===== src/rtl/host_arbiter_if.sv =====
// Host-side signals of the dual-host arbiter: raw chip selects in, host-mux select and grant out.
interface host_arbiter_if;
  logic mh_cs_n;
  logic sh_cs_n;
  logic host_select;
  logic grant_valid;

  modport master (output mh_cs_n, output sh_cs_n, input host_select, input grant_valid);
  modport slave  (input mh_cs_n, input sh_cs_n, output host_select, output grant_valid);
endinterface


===== src/rtl/host_arbiter.sv =====
// Dual-host SPI flash ownership arbiter: grants the shared host path on frame boundaries,
// with round-robin tie-break, post-release guard interval and a saturating conflict counter.
module host_arbiter #(
  parameter int unsigned SYNC_STAGES  = 2,
  parameter int unsigned GUARD_CYCLES = 4
) (
  input  logic             clk,
  input  logic             rst,
  host_arbiter_if.slave    bus,
  input  logic             arb_enable,
  input  logic             fixed_select,
  input  logic             conflict_clear,
  output logic             blocked_event,
  output logic [7:0]       conflict_count,
  output logic [1:0]       arb_state
);

  localparam logic [1:0] IDLE  = 2'b00;
  localparam logic [1:0] BUSY  = 2'b01;
  localparam logic [1:0] GUARD = 2'b10;
  localparam int unsigned GW = (GUARD_CYCLES < 2) ? 1 : $clog2(GUARD_CYCLES + 1);

  logic [SYNC_STAGES-1:0] sync_m, sync_s;
  logic                   req_m, req_s, req_m_q, req_s_q, rise_m, rise_s;
  logic                   stale_m, stale_s, stale_m_d, stale_s_d;
  logic                   elig_m, elig_s, winner, owner_req, blocked;
  logic                   last_grant, host_sel_q, grant_q;
  logic [1:0]             state;
  logic [GW-1:0]          guard_cnt;

  assign req_m           = ~sync_m[SYNC_STAGES-1];
  assign req_s           = ~sync_s[SYNC_STAGES-1];
  assign bus.host_select = host_sel_q;
  assign bus.grant_valid = grant_q;
  assign arb_state       = state;

  always_comb begin
    rise_m    = req_m & ~req_m_q;
    rise_s    = req_s & ~req_s_q;
    elig_m    = req_m & ~stale_m & (arb_enable | ~fixed_select);
    elig_s    = req_s & ~stale_s & (arb_enable | fixed_select);
    winner    = (elig_m & elig_s) ? ~last_grant : elig_s;
    owner_req = host_sel_q ? req_s : req_m;
    blocked   = (state != IDLE) & (host_sel_q ? rise_m : rise_s);

    // A request that starts while the path is taken by someone else must be
    // withdrawn and re-issued before it can win, so mid-frame hosts never get the bus.
    stale_m_d = stale_m;
    if (rise_m && (state != IDLE) && !((state == BUSY) && !host_sel_q)) stale_m_d = 1'b1;
    else if (!req_m)                                                   stale_m_d = 1'b0;
    stale_s_d = stale_s;
    if (rise_s && (state != IDLE) && !((state == BUSY) && host_sel_q)) stale_s_d = 1'b1;
    else if (!req_s)                                                  stale_s_d = 1'b0;
  end

  always_ff @(posedge clk) begin
    if (rst) begin
      sync_m         <= '1;
      sync_s         <= '1;
      req_m_q        <= 1'b0;
      req_s_q        <= 1'b0;
      stale_m        <= 1'b0;
      stale_s        <= 1'b0;
      last_grant     <= 1'b1;
      host_sel_q     <= 1'b0;
      grant_q        <= 1'b0;
      blocked_event  <= 1'b0;
      conflict_count <= '0;
      state          <= IDLE;
      guard_cnt      <= '0;
    end else begin
      sync_m        <= {sync_m[SYNC_STAGES-2:0], bus.mh_cs_n};
      sync_s        <= {sync_s[SYNC_STAGES-2:0], bus.sh_cs_n};
      req_m_q       <= req_m;
      req_s_q       <= req_s;
      stale_m       <= stale_m_d;
      stale_s       <= stale_s_d;
      blocked_event <= blocked;

      if (conflict_clear)                      conflict_count <= '0;
      else if (blocked && conflict_count != '1) conflict_count <= conflict_count + 8'd1;

      case (state)
        IDLE: begin
          if (elig_m || elig_s) begin
            host_sel_q <= winner;
            last_grant <= winner;
            grant_q    <= 1'b1;
            state      <= BUSY;
          end
        end
        BUSY: begin
          if (!owner_req) begin
            grant_q <= 1'b0;
            if (GUARD_CYCLES == 0) begin
              state <= IDLE;
            end else begin
              state     <= GUARD;
              guard_cnt <= GW'(GUARD_CYCLES);
            end
          end
        end
        GUARD: begin
          // Leaving on count 1 makes GUARD last exactly GUARD_CYCLES cycles.
          if (guard_cnt <= GW'(1)) begin
            state     <= IDLE;
            guard_cnt <= '0;
          end else begin
            guard_cnt <= guard_cnt - GW'(1);
          end
        end
        default: state <= IDLE;
      endcase
    end
  end

endmodule

===== src/flat_wrapper.sv =====
// flat-port wrapper written by rule: the top's interface ports become plain ports
module host_arbiter_flat 
#(
  parameter int unsigned SYNC_STAGES  = 2,
  parameter int unsigned GUARD_CYCLES = 4
)
  (clk, rst, arb_enable, fixed_select, conflict_clear, blocked_event, conflict_count, arb_state, bus_mh_cs_n, bus_sh_cs_n, bus_host_select, bus_grant_valid);
  host_arbiter_if bus_i ();
  input  logic clk;
  input  logic rst;
  input  logic arb_enable;
  input  logic fixed_select;
  input  logic conflict_clear;
  output logic blocked_event;
  output logic [7:0] conflict_count;
  output logic [1:0] arb_state;
  input wire logic [$bits(bus_i.mh_cs_n)-1:0] bus_mh_cs_n;
  input wire logic [$bits(bus_i.sh_cs_n)-1:0] bus_sh_cs_n;
  output wire logic [$bits(bus_i.host_select)-1:0] bus_host_select;
  output wire logic [$bits(bus_i.grant_valid)-1:0] bus_grant_valid;
  assign bus_i.mh_cs_n = bus_mh_cs_n;
  assign bus_i.sh_cs_n = bus_sh_cs_n;
  assign bus_host_select = bus_i.host_select;
  assign bus_grant_valid = bus_i.grant_valid;
  host_arbiter #(.SYNC_STAGES(SYNC_STAGES), .GUARD_CYCLES(GUARD_CYCLES)) u_core (.clk(clk), .rst(rst), .bus(bus_i), .arb_enable(arb_enable), .fixed_select(fixed_select), .conflict_clear(conflict_clear), .blocked_event(blocked_event), .conflict_count(conflict_count), .arb_state(arb_state));
endmodule

===== config.mk =====
export PLATFORM = sky130hd
export DESIGN_NAME = host_arbiter_flat
export DESIGN_NICKNAME = d
export VERILOG_FILES = /design/src/rtl/host_arbiter_if.sv /design/src/rtl/host_arbiter.sv /design/src/flat_wrapper.sv
export SDC_FILE = /design/constraint.sdc
export NUM_CORES = 1
export LEC_CHECK = 0
export ABC_CLOCK_PERIOD_IN_PS = 5000
export BUFFER_PORTS_ARGS = -buffer_cell sky130_fd_sc_hd__clkbuf_2
export CAP_MARGIN = 30
export CORE_MARGIN = 2
export CORE_UTILIZATION = 40
export CTS_CLUSTER_DIAMETER = 100
export DETAILED_ROUTE_END_ITERATION = 7
export PLACE_DENSITY = 0.69
export SLEW_MARGIN = 40
export SYNTH_ARGS = -nofsm -noshare
export SYNTH_HDL_FRONTEND = slang
export SYNTH_SLANG_ARGS = --single-unit
export TNS_END_PERCENT = 20

===== constraint.sdc =====
create_clock -name clk -period 5 [get_ports clk]
set_clock_uncertainty 0.05 [all_clocks]
set_input_delay 0.5 -clock clk [delete_from_list [all_inputs] [get_ports clk]]
set_output_delay 0.5 -clock clk [all_outputs]
set_load 0.005 [all_outputs]

==> impl_metrics.sql, run 1 <==
INSERT INTO impl_metrics (metric_group, metric, value, unit) VALUES
('pwr', 'power_leakage', '0.482', 'nW'),
('detailed_routing', 'postRouteWirelength', '2090', 'um'),
('worst_hold_path', 'min_path_type', 'primary input to flop', ''),
('logic_synthesis', 'ys_async_sr_fraction', '0', '%'),
('outcome', 'status', 'finished clean', ''),
('cts', 'maximum_clock_insertion_buffer_count', '2', ''),
('logic_synthesis', 'synth_area_per_cell', '8.76', 'um^2'),
('cells_and_area', 'design.final.nets', '155', ''),
('setup_path', 'r2r-end', 'u_core.conflict_count[3]', ''),
('global_route', 'globalRoute.totalOverflow', '0', ''),
('pwr', 'ir_drop', '0.195', 'mV'),
('placed_design', 'dp_hpwl', '1510', 'um'),
('cells_and_area', 'area_growth_syn_to_layout', '13.2', '%'),
('logic_synthesis', 'post_synth_inst_count', '126', ''),
('detailed_routing', 'detailroute.via_count', '958', ''),
('timing', 'hold_ws', '0.306', 'ns'),
('setup_path', 'end_kind', 'flop', ''),
('setup_path', 'r2r-start', 'u_core.conflict_count[0]', ''),
('cts', 'cts-buffers-inserted', '3', ''),
('logic_synthesis', 'synth.ff_latch_count', '25', ''),
('worst_hold_path', 'whs_path_depth', '2', ''),
('setup_path', 'crit_required', '5.21', 'ns'),
('cells_and_area', 'antenna_cells_inserted', '0', ''),
('setup_path', 'reg2reg_depth', '5', ''),
('cts', 'ctsResizeCount', '0', ''),
('logic_synthesis', 'postSynth.topFlopCell', 'sky130_fd_sc_hd__dfxtp_1', ''),
('timing', 'min_period_over_period', '37.9', '%'),
('logic_synthesis', 'netlist-cell-type-count', '38', ''),
('cts', 'cts_root_buf', 'sky130_fd_sc_hd__clkbuf_4', ''),
('global_route', 'grt_first_pass_wirelength', '3650', 'um'),
('global_route', 'global_route.usage.total', '14.2', '%'),
('global_route', 'grt_max_degree', '18', ''),
('detailed_routing', 'drt-vias-per-instance', '5.47', ''),
('floorplanning', 'area_enclosed_by_the_die_boundary', '3200', 'um^2'),
('detailed_routing', 'drc', '0', ''),
('floorplanning', 'ios', '20', ''),
('timing', 'timing.max_slew.rel_slack', '66.8', '%'),
('logic_synthesis', 'sequential_to_total_area_share_from_yosys_stat', '45.4', '%'),
('timing', 'timing.setup.tns', '0', 'ns'),
('setup_path', 'cp_data_arrival_time', '2.10', 'ns'),
('timing', 'tightest_slew', '0.497', 'ns'),
('logic_synthesis', 'syn_nets', '136', ''),
('placed_design', 'dpl_worst_slack', '3.15', 'ns'),
('timing', 'rsz0062_at_grt', 'no', ''),
('cts', 'htreeDepth', '1', ''),
('timing', 'report.final.slew_viol_count', '0', ''),
('detailed_routing', 'initialDrtViolationCount', '17', ''),
('placed_design', 'place_congestion', '0.792', ''),
('cells_and_area', 'drive_gt1_share', '23.6', '%'),
('detailed_routing', 'detail-route-antenna-nets', '0', ''),
('cts', 'cts_clock_pin_slew_for_the_worst_setup_and_hold_paths', '0.13', 'ns'),
('cts', 'insertion_delay', '0.31', 'ns'),
('logic_synthesis', 'synth-edff-count', '0', ''),
('pwr', 'powerDensity', '260', 'nW/um^2'),
('timing', 'layout_setup_ws', '3.10', 'ns'),
('timing', 'clock.fmax', '528', 'MHz'),
('cts', 'cts_tree', 'built', ''),
('placed_design', 'portBuffers', '19', ''),
('floorplanning', 'floorplan.die.height', '56.5', 'um'),
('floorplanning', 'core', '2690', 'um^2'),
('global_route', 'first_global_vias', '854', ''),
('worst_hold_path', 'min_delay_endpoint', 'u_core.sync_s[0]', ''),
('logic_synthesis', 'yosys_warnings', '0', ''),
('worst_hold_path', 'min_from', 'bus_sh_cs_n', ''),
('detailed_routing', 'dr.pass1.iters', '4', ''),
('setup_path', 'timing.critical_path.from_type', 'flop', ''),
('floorplanning', 'initial_utilization', '41.1', '%'),
('cts', 'cts_num_sinks', '25', ''),
('cts', 'post-cts-setup-buffers', '0', ''),
('floorplanning', 'die_w', '56.5', 'um'),
('floorplanning', 'placement_rows', '19', ''),
('setup_path', 'critical_path_peak_fanout', '7', ''),
('setup_path', 'internal_reg_to_reg_setup_slack', '3.10', 'ns'),
('job', 'cap_violations', '0', ''),
('cts', 'ctsHoldBuffers', '0', ''),
('detailed_routing', 'post_drt_wl_per_cell', '12.0', 'um'),
('timing', 'final_period_minus_worst_setup_slack', '1.90', 'ns'),
('cells_and_area', 'final_util', '46.5', '%'),
('global_route', 'antenna_found_initial', '0', ''),
('timing', 'report.final.hold_viol_count', '0', ''),
('timing', 'setup_viol_count_final', '0', ''),
('setup_path', 'path_class', 'flop to flop', ''),
('logic_synthesis', 'mappedNetlistArea', '1100', 'um^2');
[layout by cell type (no fill, tap or decap), types with 4 or more instances in the layout]
cell type                   n
sky130_fd_sc_hd__a21oi_1   12
sky130_fd_sc_hd__clkbuf_2  19
sky130_fd_sc_hd__dfxtp_1   25
sky130_fd_sc_hd__inv_1      4
sky130_fd_sc_hd__nand2_1    6
sky130_fd_sc_hd__nand3_1    9
sky130_fd_sc_hd__nor2_1    13
sky130_fd_sc_hd__o21ai_0    4
sky130_fd_sc_hd__or2_2      6
sky130_fd_sc_hd__or4_1      4
[per-stage QoR]
stage / std cells / power, W / area, um^2
final: 175 / 0.000324 / 1250
after global routing: 175 / 0.000338 / 1250
after CTS: 175 / 0.000329 / 1240
after detailed placement: 171 / 0.000239 / 1210
after global placement: 171 / 0.000238 / 1210
after floorplan: 126 / 0.000231 / 1100
[registers in the layout (all words and copies together) (netlist names)]
name	count
u_core.sync_s	2
u_core.bus.grant_valid	1
u_core.stale_s	1
u_core.req_s_q	1
u_core.guard_cnt	3
u_core.blocked_event	1
u_core.stale_m	1
u_core.req_m_q	1
u_core.last_grant	1
u_core.bus.host_select	1
u_core.conflict_count	8
u_core.arb_state	2
u_core.sync_m	2
[per-layer routing]
| layer | global-route usage (%) | share of wire [%] | vias to the layer above |
|---|---|---|---|
| li1 | - | - | 494 |
| met1 | 19.2 | 48 | 449 |
| met2 | 21.8 | 48 | 13 |
| met3 | 2.76 | 3.3 | 2 |
| met4 | 6.46 | 1.0 | 0 |
| met5 | 0 | 0 | - |
[synthesized netlist by cell type (4+ instances only)]
cell type                   n  share of area (%)
sky130_fd_sc_hd__or4_1      4                2.7
sky130_fd_sc_hd__a21oi_1   12                5.4
sky130_fd_sc_hd__dfxtp_1   25                 45
sky130_fd_sc_hd__nand3_1    9                4.1
sky130_fd_sc_hd__or2_2      6                3.4
sky130_fd_sc_hd__clkbuf_1   4                1.4
sky130_fd_sc_hd__nor2_1    13                4.4
sky130_fd_sc_hd__o21ai_0    4                1.8
sky130_fd_sc_hd__nand2_1    6                2.0
sky130_fd_sc_hd__inv_1      4                1.4
[power by group]
part | leakage [nW] | switching (W) | internal (W)
combinational | 0.261 | 0.0000125 | 0.0000114
clock | 0.0177 | 0.0000597 | 0.0000299
sequential | 0.203 | 0.00000606 | 0.000205
[how the worst max path moves through the flow]
stage,to,cells after the start,startpoint,slack (ns)
2_1_floorplan,u_core.conflict_count[3],5,u_core.conflict_count[0],3.27
3_3_place_gp,u_core.conflict_count[3],5,u_core.conflict_count[0],3.22
3_5_place_dp,u_core.conflict_count[3],5,u_core.conflict_count[0],3.15
4_1_cts,u_core.conflict_count[3],5,u_core.conflict_count[0],3.10
5_1_grt,u_core.conflict_count[3],5,u_core.conflict_count[0],2.97
6_report,u_core.conflict_count[3],5,u_core.conflict_count[0],3.10
[cell type report]
class                      count  area [um^2]
clock buffer                   3         22.5
timing repair buffer          19         95.1
tap                           31         38.8
fill                         286         1440
multi-input combinational     92          572
clock inverter                 1         5.00
inverter                       4         15.0
sequential                    25          500
[cells by family after synthesis]
logic type / after synthesis / synth area share [%]
compound gates: 33 / 19.6
mux: 1 / 1.02
simple gates: 55 / 27.2
fa+ha+maj: 3 / 3.40
buf+inv: 9 / 3.40
flops: 25 / 45.4
[critical path, cell delays in order (launching register included)]
cell	delay [ns]
sky130_fd_sc_hd__dfxtp_1	0.38
sky130_fd_sc_hd__ha_1	0.28
sky130_fd_sc_hd__and4_1	0.25
sky130_fd_sc_hd__and2_0	0.25
sky130_fd_sc_hd__or4_1	0.49
sky130_fd_sc_hd__a21oi_1	0.14
Note: power is estimated with default switching activity, not from simulation.
==> run 2: changes to the inputs <==
ABC_CLOCK_PERIOD_IN_PS = 1700   (was 5000)
PLACE_DENSITY = 0.71   (was 0.69)
clock period = 1.7 ns   (was 5 ns; I/O delays follow)
==> run 2 against run 1 <==
  * Sequential power grew to 2.9 times the previous value
  * Sequential share of layout area is 3.5 points lower
  * Die area stayed put
  * Combinational power grew to 3.7 times the previous value
  * Highest routed layer unchanged
  * Critical endpoint unchanged
  * Hold slack worse by 0.25 ns
  * Total power grew to 3.0 times the previous value
==> impl_metrics.sql, run 2 (synthesis results as in run 1) <==
INSERT INTO impl_metrics (metric_group, metric, value, unit) VALUES
('timing', 'report.final.slew_viol_count', '0', ''),
('pwr', 'powerDensity', '705', 'nW/um^2'),
('cells_and_area', 'area_growth_syn_to_layout', '24.6', '%'),
('cells_and_area', 'layout_commonest_cell', 'sky130_fd_sc_hd__dfxtp_1', ''),
('placed_design', 'place_congestion', '0.804', ''),
('timing', 'tightest_slew', '0.338', 'ns'),
('cts', 'cts_num_sinks', '25', ''),
('global_route', 'first_global_vias', '986', ''),
('setup_path', 'critical_path_peak_fanout', '4', ''),
('cells_and_area', 'largestRegisters', 'u_core.conflict_count (8), u_core.guard_cnt (3)', ''),
('cells_and_area', 'fin_area', '1380', 'um^2'),
('worst_hold_path', 'min_from', 'rst', ''),
('detailed_routing', 'post_drt_wl_per_cell', '11.7', 'um'),
('detailed_routing', 'initialDrtViolationCount', '13', ''),
('setup_path', 'crit_required', '1.91', 'ns'),
('cts', 'maximum_clock_insertion_buffer_count', '2', ''),
('global_route', 'global_route.usage.total', '14.8', '%'),
('cts', 'cts_root_buf', 'sky130_fd_sc_hd__clkbuf_4', ''),
('cells_and_area', 'drive_gt1_share', '33.1', '%'),
('detailed_routing', 'drt-vias-per-instance', '5.37', ''),
('worst_hold_path', 'min_delay_endpoint', 'u_core.req_s_q', ''),
('timing', 'min_period_over_period', '97.9', '%'),
('floorplanning', 'ios', '20', ''),
('setup_path', 'reg2reg_depth', '5', ''),
('floorplanning', 'floorplan.die.height', '56.5', 'um'),
('floorplanning', 'core', '2690', 'um^2'),
('cts', 'cts_tree', 'built', ''),
('cts', 'cts-buffers-inserted', '3', ''),
('placed_design', 'portBuffers', '19', ''),
('cts', 'post-cts-setup-buffers', '0', ''),
('timing', 'report.final.hold_viol_count', '0', ''),
('pwr', 'internal-power', '0.000737', 'W'),
('global_route', 'antenna_found_initial', '0', ''),
('setup_path', 'cp_data_arrival_time', '1.87', 'ns'),
('cts', 'insertion_delay', '0.31', 'ns'),
('setup_path', 'timing.critical_path.from_type', 'flop', ''),
('detailed_routing', 'detail-route-antenna-nets', '0', ''),
('cts', 'htreeDepth', '1', ''),
('worst_hold_path', 'whs_path_depth', '2', ''),
('placed_design', 'placed_area', '1300', 'um^2'),
('global_route', 'globalRoute.totalOverflow', '0', ''),
('setup_path', 'end_kind', 'flop', ''),
('global_route', 'grt_max_degree', '16', ''),
('job', 'cap_violations', '0', ''),
('pwr', 'net-switching-power', '0.000233', 'W'),
('pwr', 'seq_power_share', '63.6', '%'),
('cells_and_area', 'largest-register', 'u_core.conflict_count', ''),
('timing', 'final_period_minus_worst_setup_slack', '1.66', 'ns'),
('detailed_routing', 'drc', '0', ''),
('floorplanning', 'initial_utilization', '41.1', '%'),
('setup_path', 'r2r-end', 'u_core.conflict_count[3]', ''),
('cells_and_area', 'design.final.nets', '168', ''),
('worst_hold_path', 'min_path_type', 'primary input to flop', ''),
('cells_and_area', 'antenna_cells_inserted', '0', ''),
('floorplanning', 'area_enclosed_by_the_die_boundary', '3200', 'um^2'),
('pwr', 'overall_power', '0.000970', 'W'),
('outcome', 'status', 'finished clean', ''),
('cts', 'cts_clock_pin_slew_for_the_worst_setup_and_hold_paths', '0.14', 'ns'),
('timing', 'timing.max_slew.rel_slack', '76.9', '%'),
('setup_path', 'path_class', 'flop to flop', ''),
('setup_path', 'internal_reg_to_reg_setup_slack', '0.04', 'ns'),
('cells_and_area', 'final_util', '51.2', '%'),
('cells_and_area', 'layout.cells.most_common_list', '23 x sky130_fd_sc_hd__dfxtp_1, 19 x sky130_fd_sc_hd__clkbuf_2, 13 x sky130_fd_sc_hd__nor2_1', ''),
('setup_path', 'r2r-start', 'u_core.conflict_count[0]', ''),
('cells_and_area', 'largest_register_ffs', '8', ''),
('pwr', 'power_leakage', '0.548', 'nW'),
('pwr', 'ir_drop', '0.507', 'mV'),
('floorplanning', 'die_w', '56.5', 'um'),
('timing', 'rsz0062_at_grt', 'yes', ''),
('detailed_routing', 'postRouteWirelength', '2210', 'um'),
('timing', 'setup_viol_count_final', '0', ''),
('floorplanning', 'placement_rows', '19', ''),
('timing', 'clock.fmax', '601', 'MHz'),
('detailed_routing', 'dr.pass1.iters', '4', ''),
('pwr', 'p_comb_share', '9.2', '%'),
('global_route', 'grt_first_pass_wirelength', '3820', 'um'),
('pwr', 'clockPowerShare', '27.2', '%'),
('placed_design', 'dp_hpwl', '1710', 'um'),
('pwr', 'power.switching_fraction', '24.0', '%'),
('detailed_routing', 'detailroute.via_count', '1010', '');
## run 2: changes by cell type in the layout (fill, tap and decap cells not counted), moves of 2 or more
| cell | change |
|---|---|
| sky130_fd_sc_hd__a21oi_1 | -2 |
| sky130_fd_sc_hd__a21oi_2 | +2 |
| sky130_fd_sc_hd__buf_4 | +11 |
| sky130_fd_sc_hd__dfxtp_1 | -2 |
| sky130_fd_sc_hd__dfxtp_2 | +2 |
| sky130_fd_sc_hd__dlygate4sd3_1 | +2 |
## run 2: metrics by stage
| step | setup TNS, ns | instances | worst slack (ns) | hold WS (ns) |
|---|---|---|---|---|
| floorplan | 0 | 126 | 0.0150 | 0.198 |
| global placement | 0 | 182 | 0.113 | 0.306 |
| detailed placement | 0 | 182 | 0.0534 | 0.309 |
| CTS | 0 | 188 | 0.0222 | 0.0581 |
| global route | -0.0350 | 188 | -0.0140 | 0.0657 |
| finish | 0 | 188 | 0.0364 | 0.0538 |
## run 2: routing by layer
metal  part of all wire (%)  track usage [%]  wire (um)
met1                     45             16.6        993
met2                     51             27.9       1130
met3                    3.1             2.30         68
met4                   0.86             5.10         19
met5                      0                0          0
## run 2: worst max-delay path: stages (launching register included)
cell	delay, ns
sky130_fd_sc_hd__dfxtp_2	0.35
sky130_fd_sc_hd__ha_2	0.18
sky130_fd_sc_hd__and4_1	0.22
sky130_fd_sc_hd__and2_1	0.19
sky130_fd_sc_hd__or4_4	0.48
sky130_fd_sc_hd__a21oi_2	0.14
## run 2: power groups by stage
stage / Combinational (W) / Clock (W) / Sequential (W)
3_3_place_gp: 0.0000832 / 0 / 0.000628
2_1_floorplan: 0.0000534 / 0 / 0.000625
5_1_grt: 0.000100 / 0.000306 / 0.000619
3_5_place_dp: 0.0000855 / 0 / 0.000628
4_1_cts: 0.0000893 / 0.000276 / 0.000616
6_report: 0.0000896 / 0.000264 / 0.000617
## run 2: area by class of cell
type	instances	area, um^2
fillers	269	1310
multi-input cells	92	591
flip-flops and latches	25	503
repair buffers	32	198
well taps	31	38.8
clock buffers	3	22.5
inverters	4	15.0
clock inverters	1	7.51
## run 2: how the worst max path moves through the flow
stage | start | endpoint | slack (ns) | cells after the start
floorplan | u_core.conflict_count[0] | u_core.conflict_count[3] | 0.02 | 5
global placement | u_core.conflict_count[0] | u_core.conflict_count[3] | 0.11 | 5
detailed placement | u_core.conflict_count[0] | u_core.conflict_count[0] | 0.05 | 6
CTS | u_core.conflict_count[0] | u_core.conflict_count[0] | 0.02 | 6
global route | u_core.conflict_count[0] | u_core.conflict_count[3] | -0.01 | 5
finish | u_core.conflict_count[0] | u_core.conflict_count[3] | 0.04 | 5
## run 2: repair_timing
item,4_1_cts,5_1_grt
hold buffers,2,0
endpoints found under the setup margin,0,4
endpoints found under the hold margin,2,0
resized for setup,0,8
